### config.mk
export PLATFORM = sky130hd
export DESIGN_NAME = m_alu_unary_arb
export DESIGN_NICKNAME = d
export VERILOG_FILES = /design/src/rtl/p_alu.sv /design/src/rtl/m_alu_unary.sv /design/src/rtl/m_rr_arbiter.sv /design/src/rtl/m_alu_unary_arb.sv
export SDC_FILE = /design/constraint.sdc
export NUM_CORES = 1
export LEC_CHECK = 0
export BUFFER_PORTS_ARGS = -buffer_cell sky130_fd_sc_hd__buf_2
export CORE_ASPECT_RATIO = 1.2
export CORE_MARGIN = 2
export CORE_UTILIZATION = 51
export CTS_BUF_LIST = sky130_fd_sc_hd__clkbuf_16
export DETAILED_ROUTE_END_ITERATION = 16
export PLACE_DENSITY = 0.89
export SYNTH_ARGS = -nofsm -noshare
export SYNTH_HDL_FRONTEND = slang
export SYNTH_HIERARCHICAL = 1
export SYNTH_SLANG_ARGS = --single-unit
### constraint.sdc
create_clock -name clk -period 7.6 [get_ports clk]
set_input_delay 2.28 -clock clk [delete_from_list [all_inputs] [get_ports clk]]
set_output_delay 2.28 -clock clk [all_outputs]
set_load 0.03 [all_outputs]
### src/rtl/p_alu.sv
// Shared ALU definitions: datapath width and unary operation encodings.
package p_alu;

    localparam int unsigned ALU_DATA_W = 32;
    localparam int unsigned UNARY_OP_W = 2;

    typedef enum logic [UNARY_OP_W-1:0] {
        OpId   = 2'd0,
        OpNot  = 2'd1,
        OpNeg  = 2'd2,
        OpZero = 2'd3
    } e_unary_op;

endpackage

### src/rtl/m_alu_unary.sv
// Combinational single-operand ALU: identity, bitwise NOT, two's-complement negate, zero.
module m_alu_unary
    import p_alu::*;
(
    input  logic [ALU_DATA_W-1:0] operand,
    input  e_unary_op             op,
    output logic [ALU_DATA_W-1:0] result
);

    always_comb begin
        result = '0;
        case (op)
            OpId:    result = operand;
            OpNot:   result = ~operand;
            OpNeg:   result = -operand;
            OpZero:  result = '0;
            default: result = '0;
        endcase
    end

endmodule

### src/rtl/m_rr_arbiter.sv
// Combinational round-robin picker: first asserted request at or after ptr, wrapping mod N.
module m_rr_arbiter #(
    parameter int unsigned N = 4,
    localparam int unsigned ID_W = $clog2(N)
) (
    input  logic [N-1:0]    req,
    input  logic [ID_W-1:0] ptr,
    output logic            grant_valid,
    output logic [ID_W-1:0] grant_idx
);

    function automatic logic [ID_W-1:0] wrap_idx(input logic [ID_W-1:0] base, input int k);
        int s;
        s = int'(base) + k;
        if (s >= int'(N)) begin
            s = s - int'(N);
        end
        return ID_W'(s);
    endfunction

    // Walk the offsets from farthest to nearest so the nearest hit is the last write.
    always_comb begin
        grant_valid = 1'b0;
        grant_idx   = '0;
        for (int k = int'(N) - 1; k >= 0; k--) begin
            if (req[wrap_idx(ptr, k)]) begin
                grant_valid = 1'b1;
                grant_idx   = wrap_idx(ptr, k);
            end
        end
    end

endmodule

### src/rtl/m_alu_unary_arb.sv
// Shares one unary ALU among N_REQ requesters; round-robin grant, one-entry tagged response buffer.
module m_alu_unary_arb
    import p_alu::*;
#(
    parameter int unsigned N_REQ = 4,
    localparam int unsigned ID_W = $clog2(N_REQ)
) (
    input  logic                        clk,
    input  logic                        rst_n,
    input  logic [N_REQ-1:0]            req_valid,
    output logic [N_REQ-1:0]            req_ready,
    input  logic [N_REQ*ALU_DATA_W-1:0] req_in,
    input  logic [N_REQ*UNARY_OP_W-1:0] req_op,
    output logic                        resp_valid,
    input  logic                        resp_ready,
    output logic [ALU_DATA_W-1:0]       resp_out,
    output logic [ID_W-1:0]             resp_id
);

    logic                  resp_valid_q, resp_valid_d;
    logic [ALU_DATA_W-1:0] resp_out_q, resp_out_d;
    logic [ID_W-1:0]       resp_id_q, resp_id_d;
    logic [ID_W-1:0]       rr_ptr_q, rr_ptr_d;

    logic                  grant_valid;
    logic [ID_W-1:0]       grant_idx;
    logic                  can_accept;
    logic                  transfer;
    logic [ALU_DATA_W-1:0] sel_in;
    logic [UNARY_OP_W-1:0] sel_op;
    logic [ALU_DATA_W-1:0] alu_result;
    logic [ID_W-1:0]       next_ptr;

    m_rr_arbiter #(
        .N (N_REQ)
    ) u_arb (
        .req         (req_valid),
        .ptr         (rr_ptr_q),
        .grant_valid (grant_valid),
        .grant_idx   (grant_idx)
    );

    always_comb begin
        sel_in = '0;
        sel_op = '0;
        for (int i = 0; i < int'(N_REQ); i++) begin
            if (grant_idx == ID_W'(i)) begin
                sel_in = req_in[i*ALU_DATA_W +: ALU_DATA_W];
                sel_op = req_op[i*UNARY_OP_W +: UNARY_OP_W];
            end
        end
    end

    m_alu_unary u_alu (
        .operand (sel_in),
        .op      (e_unary_op'(sel_op)),
        .result  (alu_result)
    );

    // rst_n gates the handshake so no requester sees ready while the buffer is held in reset.
    assign can_accept = !resp_valid_q || resp_ready;
    assign transfer   = rst_n && can_accept && grant_valid;
    assign next_ptr   = (grant_idx == ID_W'(N_REQ - 1)) ? '0 : grant_idx + 1'b1;

    always_comb begin
        req_ready = '0;
        if (transfer) begin
            req_ready[grant_idx] = 1'b1;
        end
    end

    always_comb begin
        resp_valid_d = resp_valid_q;
        resp_out_d   = resp_out_q;
        resp_id_d    = resp_id_q;
        rr_ptr_d     = rr_ptr_q;
        if (transfer) begin
            resp_valid_d = 1'b1;
            resp_out_d   = alu_result;
            resp_id_d    = grant_idx;
            rr_ptr_d     = next_ptr;
        end else if (resp_ready) begin
            resp_valid_d = 1'b0;
        end
    end

    always_ff @(posedge clk or negedge rst_n) begin
        if (!rst_n) begin
            resp_valid_q <= 1'b0;
            resp_out_q   <= '0;
            resp_id_q    <= '0;
            rr_ptr_q     <= '0;
        end else begin
            resp_valid_q <= resp_valid_d;
            resp_out_q   <= resp_out_d;
            resp_id_q    <= resp_id_d;
            rr_ptr_q     <= rr_ptr_d;
        end
    end

    assign resp_valid = resp_valid_q;
    assign resp_out   = resp_out_q;
    assign resp_id    = resp_id_q;

endmodule

# Word-level counts from Yosys, hierarchy flattened
# Cells that the tools add are included.
# totals
ramBits	0
register_bits	37
mem_count	0
romBits	0
inputBits	143
latch_bits	0
out_inout_bits	39
wordCells	73
# op_classes
div	0
bitwise	1
n_reduce_logical	8
n_eq_ne	6
mul	0
muxes	35
add_sub_neg	9
magnitude_cmp	10
shift	0
# ops
cell	count
32-bit two-way mux	4
32-bit one-hot mux with 4 select lines	1
32-bit negation	1
32-bit NOT	1
2-bit two-way mux	13
2-bit by 3-bit less-than comparator with 1-bit output, second input constant	5
1-bit two-way mux	11
3-bit greater-or-equal comparator, second input constant	3
1-bit binary-select mux with 2-bit select	4
2-bit == test, second input constant	4
2-bit by 1-bit subtractor with 2-bit output, second input constant	4
2-bit by 2-bit adder with 3-bit output, second input constant	2
2-bit by 1-bit == test with 1-bit output, second input constant	2
2-bit logical NOT	2
4-bit two-way mux	1
2-bit by 1-bit adder with 3-bit output, second input constant	1
2-bit by 3-bit greater-or-equal comparator with 1-bit output, second input constant	1
1-bit logical AND	3
2-bit by 1-bit adder with 2-bit output, second input constant	1
1-bit demux with 2-bit select	1
2-bit by 1-bit greater-or-equal comparator with 1-bit output, second input constant	1
2-bit nonzero test	1
1-bit logical NOT	1
1-bit logical OR	1

# Longest topological paths before layout
# logic_depth
depth_word	16
depth_mapped	20
ltp_nobuf	16

# Cells and area by module
# The synthesis kept the hierarchy.
# modules_own_cells
module	n_inst	seq_area_each_um2	cells_each	area_each_um2
m_alu_unary_arb	1	925.9	219	2283.4
m_alu_unary	1	0.0	205	1326.3
m_rr_arbiter	1	0.0	13	77.6

# Worst setup path before layout
# OpenSTA, ideal clock, no wires.
# synth_timing
kind	input -> output
start	input req_valid[3]
end	output req_ready[1]
cell_stages	8
arrival_ps	3536
n_path_buf	2
t_required_ps	5320
slack_ps	1784
path_cell_list	nand2b_1 -> a211oi_1 -> nor2_1 -> inv_1 -> ha_1 -> buf_6 -> buf_2 -> and2_1
# synth_via
elab_chain_len	11
elab_cells_between_ends	23
classes_between	order compare: 2; mux: 19; reduce/logical: 2
# synth_lines
item	line_no	text
start: declaration	m_alu_unary_arb.sv:10	input logic [N_REQ-1:0] req_valid,
1-bit binary-select mux with 2-bit select	m_rr_arbiter.sv:26	if (req[wrap_idx(ptr, k)]) begin
1-bit two-way mux (not written as such)	m_rr_arbiter.sv:26	
2-bit two-way mux (3 in series)	m_rr_arbiter.sv:26	
2-bit two-way mux (*)	m_rr_arbiter.sv:26	
via grant_idx[1]	m_alu_unary_arb.sv:26	logic [ID_W-1:0] grant_idx;
2-bit by 3-bit less-than comparator with 1-bit output (not written as such) / 2-bit by 1-bit greater-or-equal comparator with 1-bit output (equally long branches)	m_alu_unary_arb.sv:68	req_ready[grant_idx] = 1'b1;
1-bit logical AND (not written as such)	m_alu_unary_arb.sv:68	
1-bit two-way mux (not written as such)	m_alu_unary_arb.sv:68	
1-bit demux with 2-bit select (*)	m_alu_unary_arb.sv:68	
4-bit two-way mux (*)	m_alu_unary_arb.sv:67	if (transfer) begin
end: declaration	m_alu_unary_arb.sv:11	output logic [N_REQ-1:0] req_ready,
# The timed path passes the listed nets; every way through them passes the cells marked *. The select of a mux whose other input is x is not followed.

# Worst setup path in the final report
# layout_timing
start	input req_valid[1]
end	register resp_out_q[21], in the netlist resp_out[21]
# layout_via
elab_chain_len	13
elab_cells_between_ends	36
classes_between	add/sub: 1; eq/ne: 6; mux: 25; bitwise: 1; reduce/logical: 3
# layout_lines
item	line_no	text
1-bit binary-select mux with 2-bit select	m_rr_arbiter.sv:26	
1-bit two-way mux (not written as such)	m_rr_arbiter.sv:26	
2-bit two-way mux (3 in series)	m_rr_arbiter.sv:26	
2-bit two-way mux (*)	m_rr_arbiter.sv:26	
via grant_idx[1]	m_alu_unary_arb.sv:26	
2-bit logical NOT	m_alu_unary_arb.sv:47	if (grant_idx == ID_W'(i)) begin
32-bit two-way mux (3 in series)	m_alu_unary_arb.sv:47	
32-bit two-way mux (*)	m_alu_unary_arb.sv:47	
via sel_in[15]	m_alu_unary_arb.sv:29	logic [ALU_DATA_W-1:0] sel_in;
32-bit negation (*)	m_alu_unary.sv:15	OpNeg: result = -operand;
32-bit one-hot mux with 4 select lines (*)	m_alu_unary.sv:12	case (op)
via alu_result[21]	m_alu_unary_arb.sv:31	logic [ALU_DATA_W-1:0] alu_result;
end signal: assignment	m_alu_unary_arb.sv:95	resp_out_q <= resp_out_d;
end: declaration	m_alu_unary_arb.sv:21	logic [ALU_DATA_W-1:0] resp_out_q, resp_out_d;
# Marks and branches as above.
# A chain may end at the register's enable or synchronous reset.

==> metrics.txt <==
CP peak stage delay 0.71 ns; Setup Buffers After CTS 0; synth unique cells 57; Filler cells 563; PwrDens 556.1 nW/um^2; #FFs+latches synth 37; fin nets 737; syn_nets 585; CTS tree built; clock slew at reported path FFs 0.05 ns; Hold Path Class flip-flop to flip-flop; Vias 4,390; top cells by count, synth a21oi_1, o22ai_1, mux2_2, dfrtp_1, a22oi_1; Startpoint Class input port; boundary pin count 182; status finished, final reports clean; type of the worst setup path input port to flip-flop; VDD IR-drop max 0.2650 mV; Hold WS 0.4850 ns; R2R setup slack 2.93 ns; Worst Path Arrival 6.47 ns; Seq/Total Area, Yosys 0.2511; R2R Path Start rr_ptr_q[1]; Max-Cap Viols 0; worst-skew pair later-pin latency 0.28 ns; slew margin rel. 0.3771; wire per inst 18.83 um; final period utilization 0.8300; Multi-input gate area 2506 sq um; Post-Synth XOR/XNOR Area 0.03563; Synth area leader dfrtp_1; Layout Cells excl Fill 678; complex-gate fraction of the synthesized area 0.2989; 1st-pass router iterations 6; area share of fa/ha/maj cells after synthesis 0.01697; number of buffers created by CTS 5; Slowest-stage cell, CP a21oi_1; Die W 81.62 um; Worst-Margin Slew 0.9322 ns; Vias/cell 6.475; post-synth top area share 0.2511; crit-path most repeated cell a21oi_1; final setup violation count 0; final WL 12.77 mm; DP Area 4537 sq um; fin crit period 6.308 ns; Clock Sinks 37; number of synthesized flops with an enable pin 0; Worst Setup End Kind flip-flop; placed cells 669; vias in the first global route 4,147; syn_area_per_cell 8.438 sq um; layout cell share with drive strength beyond 1 0.4254; first-pass GRT wire length 19.25 mm; asr flop ratio synth 1.000; DP Wirelength 9.623 mm; setup_tns 0 ns; Max Transition Viols Final 0; core area 6937 sq um; simple-gate share of the synthesized area 0.1666; cells along the critical path buf_2, nor3b_1, a211oi_1, nor2_1, inv_1, ha_1, nor2b_2, buf_4, a22oi_1, a21oi_1, nor4_1, a21oi_1, or2_1, mux2_2, mux2_1; Die Span Y 97.15 um; fin area 4730 sq um; worst-path fanout max 19; multiplexer share of the synthesized area 0.1554; die area 7929 sq um; DRT iter0 DRCs 498; GRT Util Overall 0.3071; synth top area cells dfrtp_1, mux2_2, o22ai_1; largest net degree at the start of global routing 42; root buffer cell clkbuf_16; combinational family with the most area after synthesis compound AO/OA/AOI/OAI gates; Seq. cell area 925.9 sq um; Clock Path Buffers 2; crit path launch req_valid[1]; post-cts sizing count 0; Routed Antenna Nets 0; Reg2Reg Depth 13; LEAKAGE 0.002088 uW; cts hold-fix bufs 0; total gr overflow 0; top-count cell post-synth a21oi_1; Port Buf Inserts 181; Finished Core Util 0.6818; unrepaired setup endpoints after global routing no; Placer Congestion 1.073; Max Freq 158.5 MHz; initial antenna violation count 1; Setup crit end resp_out[21]; r2r endpoint resp_out[24]; P&R area growth vs syn 28.27%; skew final 0.003929 ns; num rows 33; data required time of the worst path 7.76 ns; final hold viol count 0; top_reg_cell synth dfrtp_1; cells after synthesis 437; Post-Syn Area 3687 sq um; yosys warns 6; H-tree depth 2; # DRC 0; initial core utilization 0.5316
-- report_power, final --
part	switching, uW	internal, uW	leakage (uW)
clock network	78.6	187	0.0000938
logic	1270	735	0.00155
registers	55.5	299	0.000447
-- state kept, by name (all words and copies together) (netlist names) --
name        count
rr_ptr_q        2
resp_id         2
resp_out       32
resp_valid      1
-- final cells by class --
class,count,area share
multi-input combinational,348,0.5299
timing repair buffer,189,0.2042
sequential,37,0.1958
clock buffer,5,0.02646
tap,87,0.02302
clock inverter,3,0.01376
inverter,8,0.006349
antenna,1,0.0005291
-- layout by cell type, fill, tap and decap left out, types with 2 or more instances in the layout --
cell,count
buf_2,181
a21oi_1,49
o22ai_1,47
mux2_2,38
dfrtp_1,37
a22oi_1,33
nor2_1,29
nor3_1,20
xnor2_1,14
nand2_1,12
nor4_1,12
mux2i_1,10
a211oi_1,9
buf_4,8
inv_1,7
a221oi_1,7
a31oi_1,6
ha_1,5
clkbuf_16,5
o21ai_0,4
nand2b_1,4
and2_1,4
mux2_1,4
or4_1,4
nand3b_1,2
or3b_2,2
a21oi_4,2
bufinv_16,2
a21o_1,2
nor3b_1,2
nand4_1,2
-- per-layer routing --
layer | GRT usage | routed length [um] | vias up | share of wire
li1 | - | - | 2005 | -
met1 | 0.3848 | 4849 | 2000 | 0.38
met2 | 0.5101 | 6019 | 332 | 0.47
met3 | 0.04647 | 1382 | 53 | 0.11
met4 | 0.1397 | 514 | 0 | 0.040
met5 | 0 | 0 | - | 0
-- critical path, delay by kind of cell --
family / cells / cell delay (ns)
and+or+nand+nor: 5 / 1.41
AOI/OAI and AO/OA: 4 / 1.12
muxes: 2 / 0.63
buffers and inverters: 3 / 0.57
adders and majority gates: 1 / 0.43
-- worst min path at each step --
stage                      start           end  slack (ns)  cells after the start
global route         resp_out[5]   resp_out[5]        0.51                      1
finish              resp_out[29]  resp_out[29]        0.48                      1
CTS                 resp_out[29]  resp_out[29]        0.49                      1
detailed placement  resp_out[29]  resp_out[29]        0.47                      1
global placement    resp_out[29]  resp_out[29]        0.47                      1
floorplan            rr_ptr_q[0]   rr_ptr_q[0]        0.54                      1
-- cell families after synthesis --
logic type | Yosys count
adder cells (fa/ha/maj) | 5
AND/OR/NAND/NOR | 106
XOR/XNOR | 15
flip-flops | 37
buffers and inverters | 52
multiplexers | 52
AO/OA/AOI/OAI | 170
-- metrics by stage --
step | total power (uW) | setup slack [ns]
after floorplan | 1882 | 1.784
after detailed placement | 2294 | 1.145
after global routing | 2789 | 1.071
after CTS | 2588 | 1.326
after global placement | 2225 | 1.294
final | 2630 | 1.292
No activity file was read; power rests on OpenSTA's default activity.
